--- src/rtl/clk_slot_arbiter_if.sv ---
// Shared byte-channel bus between requesters and the slot arbiter.
// Word i of data_in sits at bits [32*i+31:32*i] of the packed array.
interface clk_slot_arbiter_if #(
   parameter int NREQ = 4
);
   logic                      en;
   logic [NREQ-1:0]           req;
   logic [NREQ-1:0][31:0]     data_in;
   logic [NREQ-1:0]           ack;
   logic [NREQ-1:0]           grant;
   logic [7:0]                byte_out;
   logic                      byte_valid;

   modport master (output en, req, data_in, input ack, grant, byte_out, byte_valid);
   modport slave  (input en, req, data_in, output ack, grant, byte_out, byte_valid);
endinterface

--- src/rtl/clk_slot_arbiter.sv ---
// Round-robin slot arbiter: one 32-bit word per 16-cycle slot, sent MSB byte first,
// with registered 4f/2f/f phase strobes on clk16f.
module clk_slot_arbiter #(
   parameter int         NREQ      = 4,
   parameter logic [7:0] IDLE_BYTE = 8'hBC
) (
   input  logic                clk16f,
   input  logic                reset,
   clk_slot_arbiter_if.slave   bus,
   output logic                stb4f,
   output logic                stb2f,
   output logic                stbf
);
   localparam int PW = (NREQ > 1) ? $clog2(NREQ) : 1;

   logic [3:0]    phase;
   logic [3:0]    phase_nxt;
   logic [PW-1:0] ptr;
   logic [PW-1:0] ptr_nxt;
   logic [23:0]   rest;
   logic [NREQ-1:0] rot;
   logic [PW-1:0] off;
   logic [PW:0]   sum;
   logic [PW-1:0] win;
   logic          boundary;

   assign phase_nxt = phase + 4'd1;
   assign boundary  = (phase == 4'd15);

   // Rotate requests so the pointer sits at bit 0; the lowest set bit is the winner.
   always_comb begin
      rot = NREQ'({bus.req, bus.req} >> ptr);
      off = '0;
      for (int i = NREQ - 1; i >= 0; i--)
         if (rot[i]) off = PW'(i);
      sum = {1'b0, ptr} + {1'b0, off};
      if (sum >= (PW+1)'(NREQ)) sum = sum - (PW+1)'(NREQ);
      win     = sum[PW-1:0];
      ptr_nxt = (win == PW'(NREQ - 1)) ? '0 : win + 1'b1;
   end

   always_ff @(posedge clk16f) begin
      if (reset) begin
         phase          <= 4'd15;
         ptr            <= '0;
         rest           <= '0;
         bus.grant      <= '0;
         bus.ack        <= '0;
         bus.byte_valid <= 1'b0;
         bus.byte_out   <= IDLE_BYTE;
         stb4f          <= 1'b0;
         stb2f          <= 1'b0;
         stbf           <= 1'b0;
      end else begin
         phase   <= phase_nxt;
         stb4f   <= (phase_nxt[1:0] == 2'd0);
         stb2f   <= (phase_nxt[2:0] == 3'd0);
         stbf    <= (phase_nxt == 4'd0);
         bus.ack <= '0;
         if (boundary) begin
            if (bus.en && (|bus.req)) begin
               bus.grant      <= NREQ'(1) << win;
               bus.ack        <= NREQ'(1) << win;
               bus.byte_valid <= 1'b1;
               bus.byte_out   <= bus.data_in[win][31:24];
               rest           <= bus.data_in[win][23:0];
               ptr            <= ptr_nxt;
            end else begin
               bus.grant      <= '0;
               bus.byte_valid <= 1'b0;
               bus.byte_out   <= IDLE_BYTE;
            end
         end else if (bus.byte_valid && (phase_nxt[1:0] == 2'd0)) begin
            // Remaining bytes come from the word captured at the boundary, not data_in.
            bus.byte_out <= rest[23:16];
            rest         <= {rest[15:0], 8'h00};
         end
      end
   end
endmodule

--- src/flat_wrapper.sv ---
// flat-port wrapper written by rule: the top's interface ports become plain ports
module clk_slot_arbiter_flat 
#(
   parameter int         NREQ      = 4,
   parameter logic [7:0] IDLE_BYTE = 8'hBC
)
  (clk16f, reset, stb4f, stb2f, stbf, bus_en, bus_req, bus_data_in, bus_ack, bus_grant, bus_byte_out, bus_byte_valid);
  clk_slot_arbiter_if #(.NREQ(NREQ)) bus_i ();
  input  logic clk16f;
  input  logic reset;
  output logic stb4f;
  output logic stb2f;
  output logic stbf;
  input wire logic [$bits(bus_i.en)-1:0] bus_en;
  input wire logic [$bits(bus_i.req)-1:0] bus_req;
  input wire logic [$bits(bus_i.data_in)-1:0] bus_data_in;
  output wire logic [$bits(bus_i.ack)-1:0] bus_ack;
  output wire logic [$bits(bus_i.grant)-1:0] bus_grant;
  output wire logic [$bits(bus_i.byte_out)-1:0] bus_byte_out;
  output wire logic [$bits(bus_i.byte_valid)-1:0] bus_byte_valid;
  assign bus_i.en = bus_en;
  assign bus_i.req = bus_req;
  assign bus_i.data_in = bus_data_in;
  assign bus_ack = bus_i.ack;
  assign bus_grant = bus_i.grant;
  assign bus_byte_out = bus_i.byte_out;
  assign bus_byte_valid = bus_i.byte_valid;
  clk_slot_arbiter #(.NREQ(NREQ), .IDLE_BYTE(IDLE_BYTE)) u_core (.clk16f(clk16f), .reset(reset), .bus(bus_i), .stb4f(stb4f), .stb2f(stb2f), .stbf(stbf));
endmodule
--- config.mk ---
export PLATFORM = sky130hd
export DESIGN_NAME = clk_slot_arbiter_flat
export DESIGN_NICKNAME = d
export VERILOG_FILES = /design/src/rtl/clk_slot_arbiter_if.sv /design/src/rtl/clk_slot_arbiter.sv /design/src/flat_wrapper.sv
export SDC_FILE = /design/constraint.sdc
export NUM_CORES = 1
export LEC_CHECK = 0
export ABC_CLOCK_PERIOD_IN_PS = 3900
export CORE_AREA = 2 2 91 93
export DETAILED_ROUTE_END_ITERATION = 8
export DIE_AREA = 0 0 93 95
export GPL_TIMING_DRIVEN = 0
export HOLD_SLACK_MARGIN = 0.15
export MAX_ROUTING_LAYER = met4
export PLACE_DENSITY = 0.87
export SLEW_MARGIN = 25
export SYNTH_ARGS = -nofsm -noshare
export SYNTH_HDL_FRONTEND = slang
export SYNTH_SLANG_ARGS = --single-unit
--- constraint.sdc ---
create_clock -name clk16f -period 3.9 [get_ports clk16f]
set_clock_uncertainty 0.05 [all_clocks]
set_input_delay 0.585 -clock clk16f [delete_from_list [all_inputs] [get_ports clk16f]]
set_output_delay 0.585 -clock clk16f [all_outputs]
set_load 0.005 [all_outputs]
== Word level (Yosys, flattened, before mapping) ==
Index checks and enable logic that the tools add are counted.
Widths: inputs -> output; s select.
Cells by class
  bitwise gates (word level): 1
  eq/ne operators: 3
  shifts and indexed selects: 2
  order comparisons: 2
  add/sub/neg operators: 4
  muxes and demuxes: 16
  reduce and logical (&&, ||, !) cells: 10
Operators by type and width (number)
  $mux 24: 3
  $bmux 32 s2: 1
  $mux 32: 1
  $mux 8: 3
  $mux 2: 6
  $shr 8x2->4: 1
  $add 4x1->4 const B: 1
  $eq 4x4->1 const B: 1
  $logic_not 4->1: 1
  $mux 4: 1
  $reduce_and 2->1: 2
  $reduce_or 4->1: 1
  $shl 1x2->4 const A: 1
  $add 2x2->3: 1
  $ge 3x3->1 const B: 1
  $logic_not 3->1: 1
  $lt 2x3->1 const B: 1
  $add 2x1->2 const B: 1
  $eq 2x2->1 const B: 1
  $logic_and 1x1->1: 2
  $logic_not 2->1: 1
  $ne 2x2->1 const B: 1
  $reduce_bool 2->1: 1
  $reduce_or 2->1: 1
  3 further kinds: 3
Word-level totals
  word-level logic and storage cells: 48
  output and inout port bits: 20
  bits of input ports: 135
  flip-flop bits (word level): 50

== Depth between registers and ports, before layout ==
Gate-level depths: netlist (run 1).
  depth in word-level cells: 12
  depth in mapped cells: 13
  mapped depth without buffers: 11

== Least setup slack after synthesis (run 1) ==
No wires, ideal clock.
  kind: input -> register
  start: input port bus_req[1]
  end: register u_core.bus.byte_out[2]
  buffers on the path: 4
  setup slack: 542 ps
  library setup time: 122 ps
  data required time: 3728 ps
  stages on the path: 11
  arrival time: 3186 ps
  path through: clkbuf_1 nor2b_1 a221o_1 a221o_1 ha_1 clkbuf_1 buf_2 clkbuf_1 mux2i_1 nand3_1 a221o_1
On the way
  word-level cells in the longest chain between the ends: 12
  elaborated cells on any way between the ends: 15
  classes of those cells: add/sub: 2; order compare: 1; shift: 1; mux: 9; reduce/logical: 2
Ends and longest elaborated chain
  from (decl): RTL line flat_wrapper.sv:15  | input wire logic [$bits(bus_i.req)-1:0] bus_req;
  $shr 8x2->4: RTL line clk_slot_arbiter.sv:32  | rot = NREQ'({bus.req, bus.req} >> ptr);
  $mux 2 (4 in a row): RTL line clk_slot_arbiter.sv:35  | if (rot[i]) off = PW'(i);
  $add 2x2->3: RTL line clk_slot_arbiter.sv:36  | sum = {1'b0, ptr} + {1'b0, off};
  $ge 3x3->1 or $sub 2x1->2 (tied branches): RTL line clk_slot_arbiter.sv:37  | if (sum >= (PW+1)'(NREQ)) sum = sum - (PW+1)'(NREQ);
  $mux 2: RTL line clk_slot_arbiter.sv:37
  $bmux 32 s2: RTL line clk_slot_arbiter.sv:65  | bus.byte_out <= bus.data_in[win][31:24];
  $mux 32 (not written as such): RTL line clk_slot_arbiter.sv:65
  $mux 8 *: RTL line clk_slot_arbiter.sv:61  | if (bus.en && (|bus.req)) begin
  $mux 8 *: RTL line clk_slot_arbiter.sv:60  | if (boundary) begin
  to (signal assigned): RTL line clk_slot_arbiter.sv:65
  to (signal assigned): RTL line clk_slot_arbiter.sv:75  | bus.byte_out <= rest[23:16];
  to (decl): RTL line clk_slot_arbiter_if.sv:15  | modport slave (input en, req, data_in, output ack, grant, byte_out, byte_valid);
Mark *: on every way between the ends. The rest lies on a longest branch, timed or not. The select of a mux whose other input is x is not followed.
A chain may end at the register's enable or synchronous reset.

== Worst setup path after layout (run 1) ==
  start: input port bus_req[0]
  end: register u_core.bus.byte_out[2]
Same word-level chain as after synthesis.

==> reports/results.ini, run 1 <==
[sta]
max_slew_margin = 0.486
fin_crit_sh = 0.945
fin_crit_ns = 3.69
fin_tns_setup_ns = 0
rsz0062_at_grt = false
fin_ws_ns = 0.213
setup_viol = 0
finalHoldViolCount = 0
fmax_mhz = 271
worst_pin_slew_ns = 0.765
slew_violations = 0
hold-worst-slack_ns = 0.383

[finish]
post-route-util = 0.624
drive_above_1_share = 0.0950
final_nets = 644
antenna_cells = 0
fin_area_um2 = 4950
area_delta_synth_final_pct = 56.0
layout.cells.non_filler = 610

[floorplanning]
core_um2 = 7930
row_count = 33
ios = 155
die-area_um2 = 8840
die_w_um = 93
initial_utilization = 0.400
die_y_um = 95

[critical_path]
crit_top_cell = a221o_1
worstPathArrival_ns = 3.84
end_kind = flop
crit_path_start_kind = input port
crit_fanout = 10
slowest_stage = clkdlybuf4s50_1
max_stage_delay_ns = 0.62
worstSetupPathType = input port to flop
crit_buf_inv = 3
critPathTopFamily = buffers and inverters
path_cells = clkdlybuf4s50_1 -> nor2_1 -> a221o_1 -> a221o_1 -> ha_1 -> clkbuf_1 -> clkbuf_1 -> mux2i_1 -> a31oi_1 -> a221o_1
cp.required_ns = 4.06

[synthesis]
netlist_instances = 345
synth_edf_count = 0
ys_warn_count = 0
ys_types = 40
synth-seq-area-share = 0.316
synthTopCellsByArea = dfxtp_1 (32%), mux2i_1 (14%), mux2_2 (6.4%)
ys_async_sr_fraction = 0
synth_seq_cells = 50
synth_nets = 485
synth_area_um2 = 3170
yosys.area.top_type = dfxtp_1
syn_avg_cell_area_um2 = 9.19
synthFlopType = dfxtp_1
synthTopCellsByCount = dfxtp_1 (50), mux2i_1 (44), nand2_1 (41)
yosysTopAreaCellShare = 0.316
yosysMostFrequentCell = dfxtp_1

[grt]
grt_pass1_vias = 3263
grt_overflow_total = 0
grt.total_usage = 0.226
antenna_found_initial = 0
grt_first_pass_wirelength_um = 15200
grt_max_degree = 20

[run]
cap_violations = 0

[cts]
clockBufferDepth = 2
clkLatencyLatePin_ns = 0.31
clk_pin_slew_ns = 0.10
cts_tree = built
cts_resized = 0
ctsHoldBuffers = 0
cts_setup_buffers = 0
clockRootBuffer = clkbuf_8
htreeDepth = 2
cts_buffers = 5
clock_sinks = 50

[placement]
dp_hpwl_um = 7970
portBuffers = 153
dp_cells = 603
pre_cts_slack_ns = -0.562
routabilityCongestion = 0.910
post_dp_cell_area_um2 = 4830

[drt]
remaining_drc_errors = 0
routed_wl_um = 9980
ant_nets = 0
firstDrtPassIters = 5
num_vias = 3298
post_drt_wl_per_cell_um = 16.4
vias_per_cell = 5.41
drt-initial-drc-count = 161

[power_and_ir_drop]
ir_drop_mv = 0.185
p_per_area_nw_per_um2 = 397
total_power_mw = 1.96
leakagePower_nw = 1.89

[min_path]
worstHoldPathType = flop to flop

[outcome]
status = finished clean

-- cell type report --
cell class | instances | area, um2
Sequential cell | 50 | 1000
Buffer | 27 | 118
Inverter | 8 | 30.0
Timing Repair Buffer | 153 | 1530
Clock buffer | 5 | 68.8
Multi-Input combinational cell | 259 | 2020
Clock inverter | 3 | 45.0
Tap cell | 105 | 131
Fill cell | 667 | 2980
-- final timing paths --
kind                         from                      to  slack (ns)  depth (start not counted)
setup / recovery       bus_req[0]  u_core.bus.byte_out[2]        0.21                         10
hold / removal    u_core.phase[0]         u_core.phase[0]        0.38                          1
setup reg to reg    u_core.ptr[0]  u_core.bus.byte_out[2]        0.53                         10
hold reg to reg   u_core.phase[0]         u_core.phase[0]        0.38                          1
-- kinds of logic (layout without fill, tap and decap cells) --
| kind of cell | count (synthesis) | count (layout) | share of synthesized area |
|---|---|---|---|
| AOI/OAI and AO/OA | 92 | 92 | 0.215 |
| and+or+nand+nor | 88 | 88 | 0.125 |
| muxes | 71 | 71 | 0.267 |
| DFF | 50 | 50 | 0.316 |
| buffers and inverters | 36 | 196 | 0.0465 |
| adders and majority gates | 5 | 5 | 0.0197 |
| xor gates and xnor gates | 3 | 3 | 0.0107 |
-- report_power, final --
group          switching [mW]  internal, mW  leakage (nW)
Sequential             0.0392         0.575         0.408
Combinational           0.460         0.517          1.44
Clock                   0.181         0.191        0.0504
Total                   0.680          1.28          1.89
-- registers in the layout, indices dropped and copies added, names as in the netlist --
name	flops
u_core.rest	24
u_core.bus.byte_out	8
u_core.bus.ack	4
u_core.bus.grant	4
u_core.phase	4
u_core.ptr	2
u_core.bus.byte_valid	1
u_core.stb2f	1
u_core.stb4f	1
u_core.stbf	1
-- routing by layer --
layer | vias to the layer above | track usage | routed length, um
li1 | 1600 | - | -
met1 | 1537 | 0.250 | 3950
met2 | 148 | 0.426 | 5210
met3 | 13 | 0.0391 | 708
met4 | 0 | 0.0453 | 113
met5 | - | - | 0
-- placed cells by master, fill, tap and decap left out, drive strengths merged, types with 2 or more instances in the layout --
cell type / n
clkdlybuf4s50: 153
dfxtp: 50
mux2i: 44
nand2: 41
clkbuf: 28
o21ai: 20
mux2: 18
a21o: 15
a2bb2oi: 15
nor2: 14
a21oi: 11
nand3: 11
mux4: 9
a22o: 8
inv: 8
a221o: 7
ha: 5
nor3: 5
nand2b: 4
a31oi: 4
and3: 4
buf: 4
a221oi: 4
nor2b: 3
o311a: 3
and2: 3
nor4: 2
xor2: 2
clkinvlp: 2
Power figures use the tool's default switching activity.
==> run 2, diff against run 1 <==
Settings changed: RECOVER_POWER set to 25.
==> reports/results.ini, run 2 (synthesis gave the netlist of run 1 again) <==
[drt]
routed_wl_um = 9960  ; was 9980 um
post_drt_wl_per_cell_um = 16.3  ; was 16.4 um
remaining_drc_errors = 0  ; unchanged
firstDrtPassIters = 5  ; unchanged
drt-initial-drc-count = 161  ; unchanged
num_vias = 3286  ; was 3,298
vias_per_cell = 5.39  ; was 5.41
ant_nets = 0  ; unchanged

[critical_path]
max_stage_delay_ns = 0.62  ; about the same
slowest_stage = clkdlybuf4s50_1  ; unchanged
cp.required_ns = 4.06  ; about the same
worstPathArrival_ns = 3.84  ; about the same
path_cells = clkdlybuf4s50_1 -> nor2_1 -> a221o_1 -> a221o_1 -> ha_1 -> clkbuf_1 -> clkbuf_1 -> mux2i_1 -> a31oi_1 -> a221o_1  ; unchanged
crit_fanout = 10  ; unchanged
worstRegToRegCells = 10  ; unchanged
crit_buf_inv = 3  ; unchanged
r2r_slack_ns = 0.53  ; about the same
critPathTopFamily = buffers and inverters  ; unchanged
r2r_end = u_core.bus.byte_out[3]  ; was u_core.bus.byte_out[2]
crit_path_start_kind = input port  ; unchanged
worstSetupPathType = input port to flop  ; unchanged
r2r_start = u_core.ptr[0]  ; unchanged
crit_top_cell = a221o_1  ; unchanged
end_kind = flop  ; unchanged

[run]
cap_violations = 0  ; unchanged

[floorplanning]
core_um2 = 7930  ; unchanged
row_count = 33  ; unchanged
initial_utilization = 0.400  ; unchanged
die-area_um2 = 8840  ; unchanged
die_w_um = 93  ; unchanged
die_y_um = 95  ; unchanged
ios = 155  ; unchanged

[sta]
hold-worst-slack_ns = 0.383  ; about the same
max_slew_margin = 0.487  ; was 0.486
slew_violations = 0  ; unchanged
fin_crit_sh = 0.945  ; about the same
setup_viol = 0  ; unchanged
fmax_mhz = 271  ; about the same
rsz0062_at_grt = false  ; unchanged
finalHoldViolCount = 0  ; unchanged
fin_crit_ns = 3.68  ; was 3.69 ns
fin_tns_setup_ns = 0  ; unchanged
worst_pin_slew_ns = 0.764  ; was 0.765 ns

[min_path]
worstHoldPathType = flop to flop  ; unchanged
worstHoldEndpoint = u_core.phase[0]  ; unchanged
hp-start = u_core.phase[0]  ; unchanged
hold_depth = 1  ; unchanged

[placement]
post_dp_cell_area_um2 = 4830  ; unchanged
portBuffers = 153  ; unchanged
dp_hpwl_um = 7970  ; unchanged
dp_cells = 603  ; unchanged
routabilityCongestion = 0.910  ; unchanged

[grt]
grt_pass1_vias = 3263  ; unchanged
grt_max_degree = 20  ; unchanged
grt_first_pass_wirelength_um = 15200  ; unchanged
grt_overflow_total = 0  ; unchanged
grt.total_usage = 0.226  ; unchanged
antenna_found_initial = 0  ; unchanged

[cts]
clockRootBuffer = clkbuf_8  ; unchanged
cts_tree = built  ; unchanged
clock_sinks = 50  ; unchanged
cts_buffers = 5  ; unchanged
clkLatencyLatePin_ns = 0.31  ; about the same
clockBufferDepth = 2  ; unchanged
ctsHoldBuffers = 0  ; unchanged
clk_pin_slew_ns = 0.10  ; about the same
htreeDepth = 2  ; unchanged

[finish]
layout.cells.non_filler = 610  ; unchanged
drive_above_1_share = 0.0950  ; unchanged
final_cell_mix = clkdlybuf4s50_1 (142), dfxtp_1 (50), mux2i_1 (44)  ; was clkdlybuf4s50_1 (153), dfxtp_1 (50), mux2i_1 (44)
area_delta_synth_final_pct = 56.0  ; unchanged
final_common_cell = clkdlybuf4s50_1  ; unchanged
antenna_cells = 0  ; unchanged
largest_reg_flops = 24  ; unchanged
top_regs = u_core.rest (24), u_core.bus.byte_out (8)  ; unchanged
largest-register = u_core.rest  ; unchanged
final_nets = 644  ; unchanged
fin_area_um2 = 4950  ; unchanged

[power_and_ir_drop]
p_per_area_nw_per_um2 = 395  ; was 397 nW/um2
leakagePower_nw = 1.92  ; was 1.89 nW
ir_drop_mv = 0.186  ; was 0.185 mV
total_power_mw = 1.96  ; about the same

[outcome]
status = finished clean  ; unchanged

## run 2: cell count changes in the layout (fill, tap and decap cells not counted), sizes merged
cell,delta
clkdlybuf4s50,-11
dlygate4sd3,+11
## run 2: layout make-up
class                   instances  area, um2
well taps                     105        131
multi-input cells             259       2020
clock inverters                 3       45.0
plain buffers                  27        118
inverters                       8       30.0
flip-flops and latches         50       1000
clock buffers                   5       68.8
fillers                       667       2980
repair buffers                153       1530
## run 2: metrics by stage
| stage | setup WS, ns | util |
|---|---|---|
| after floorplan | 0.542 | - |
| after global placement | -0.428 | 0.610 |
| after detailed placement | -0.562 | 0.610 |
| after CTS | 0.117 | 0.624 |
| after global routing | 0.00851 | 0.624 |
| final | 0.216 | 0.624 |
## run 2: routing by layer
layer,global-route usage,up-vias,wire length [um]
li1,-,1599,-
met1,0.250,1517,3930
met2,0.426,157,5190
met3,0.0391,13,720
met4,0.0453,0,113
met5,-,-,0
## run 2: power breakdown
| part | switching, mW | internal [mW] | leakage [nW] |
|---|---|---|---|
| sequential | 0.0386 | 0.575 | 0.408 |
| combinational | 0.458 | 0.513 | 1.46 |
| clock | 0.181 | 0.191 | 0.0504 |
## run 2: worst max path at each step
stage / from / end / slack (ns) / depth (start not counted)
2_1_floorplan: bus_req[1] / u_core.bus.byte_out[2] / 0.54 / 11
3_3_place_gp: bus_req[0] / u_core.bus.byte_out[7] / -0.43 / 11
3_5_place_dp: bus_req[0] / u_core.bus.byte_out[7] / -0.56 / 11
4_1_cts: bus_req[0] / u_core.rest[4] / 0.12 / 9
5_1_grt: bus_req[0] / u_core.bus.byte_out[0] / 0.009 / 10
6_report: bus_req[0] / u_core.bus.byte_out[3] / 0.22 / 10
## run 2: repair_timing
action / in CTS / in global routing
endpoints found under the setup margin: 8 / 11
gates resized for setup: 0 / 3
buffers inserted: 0 / 0
cloned: 0 / 0
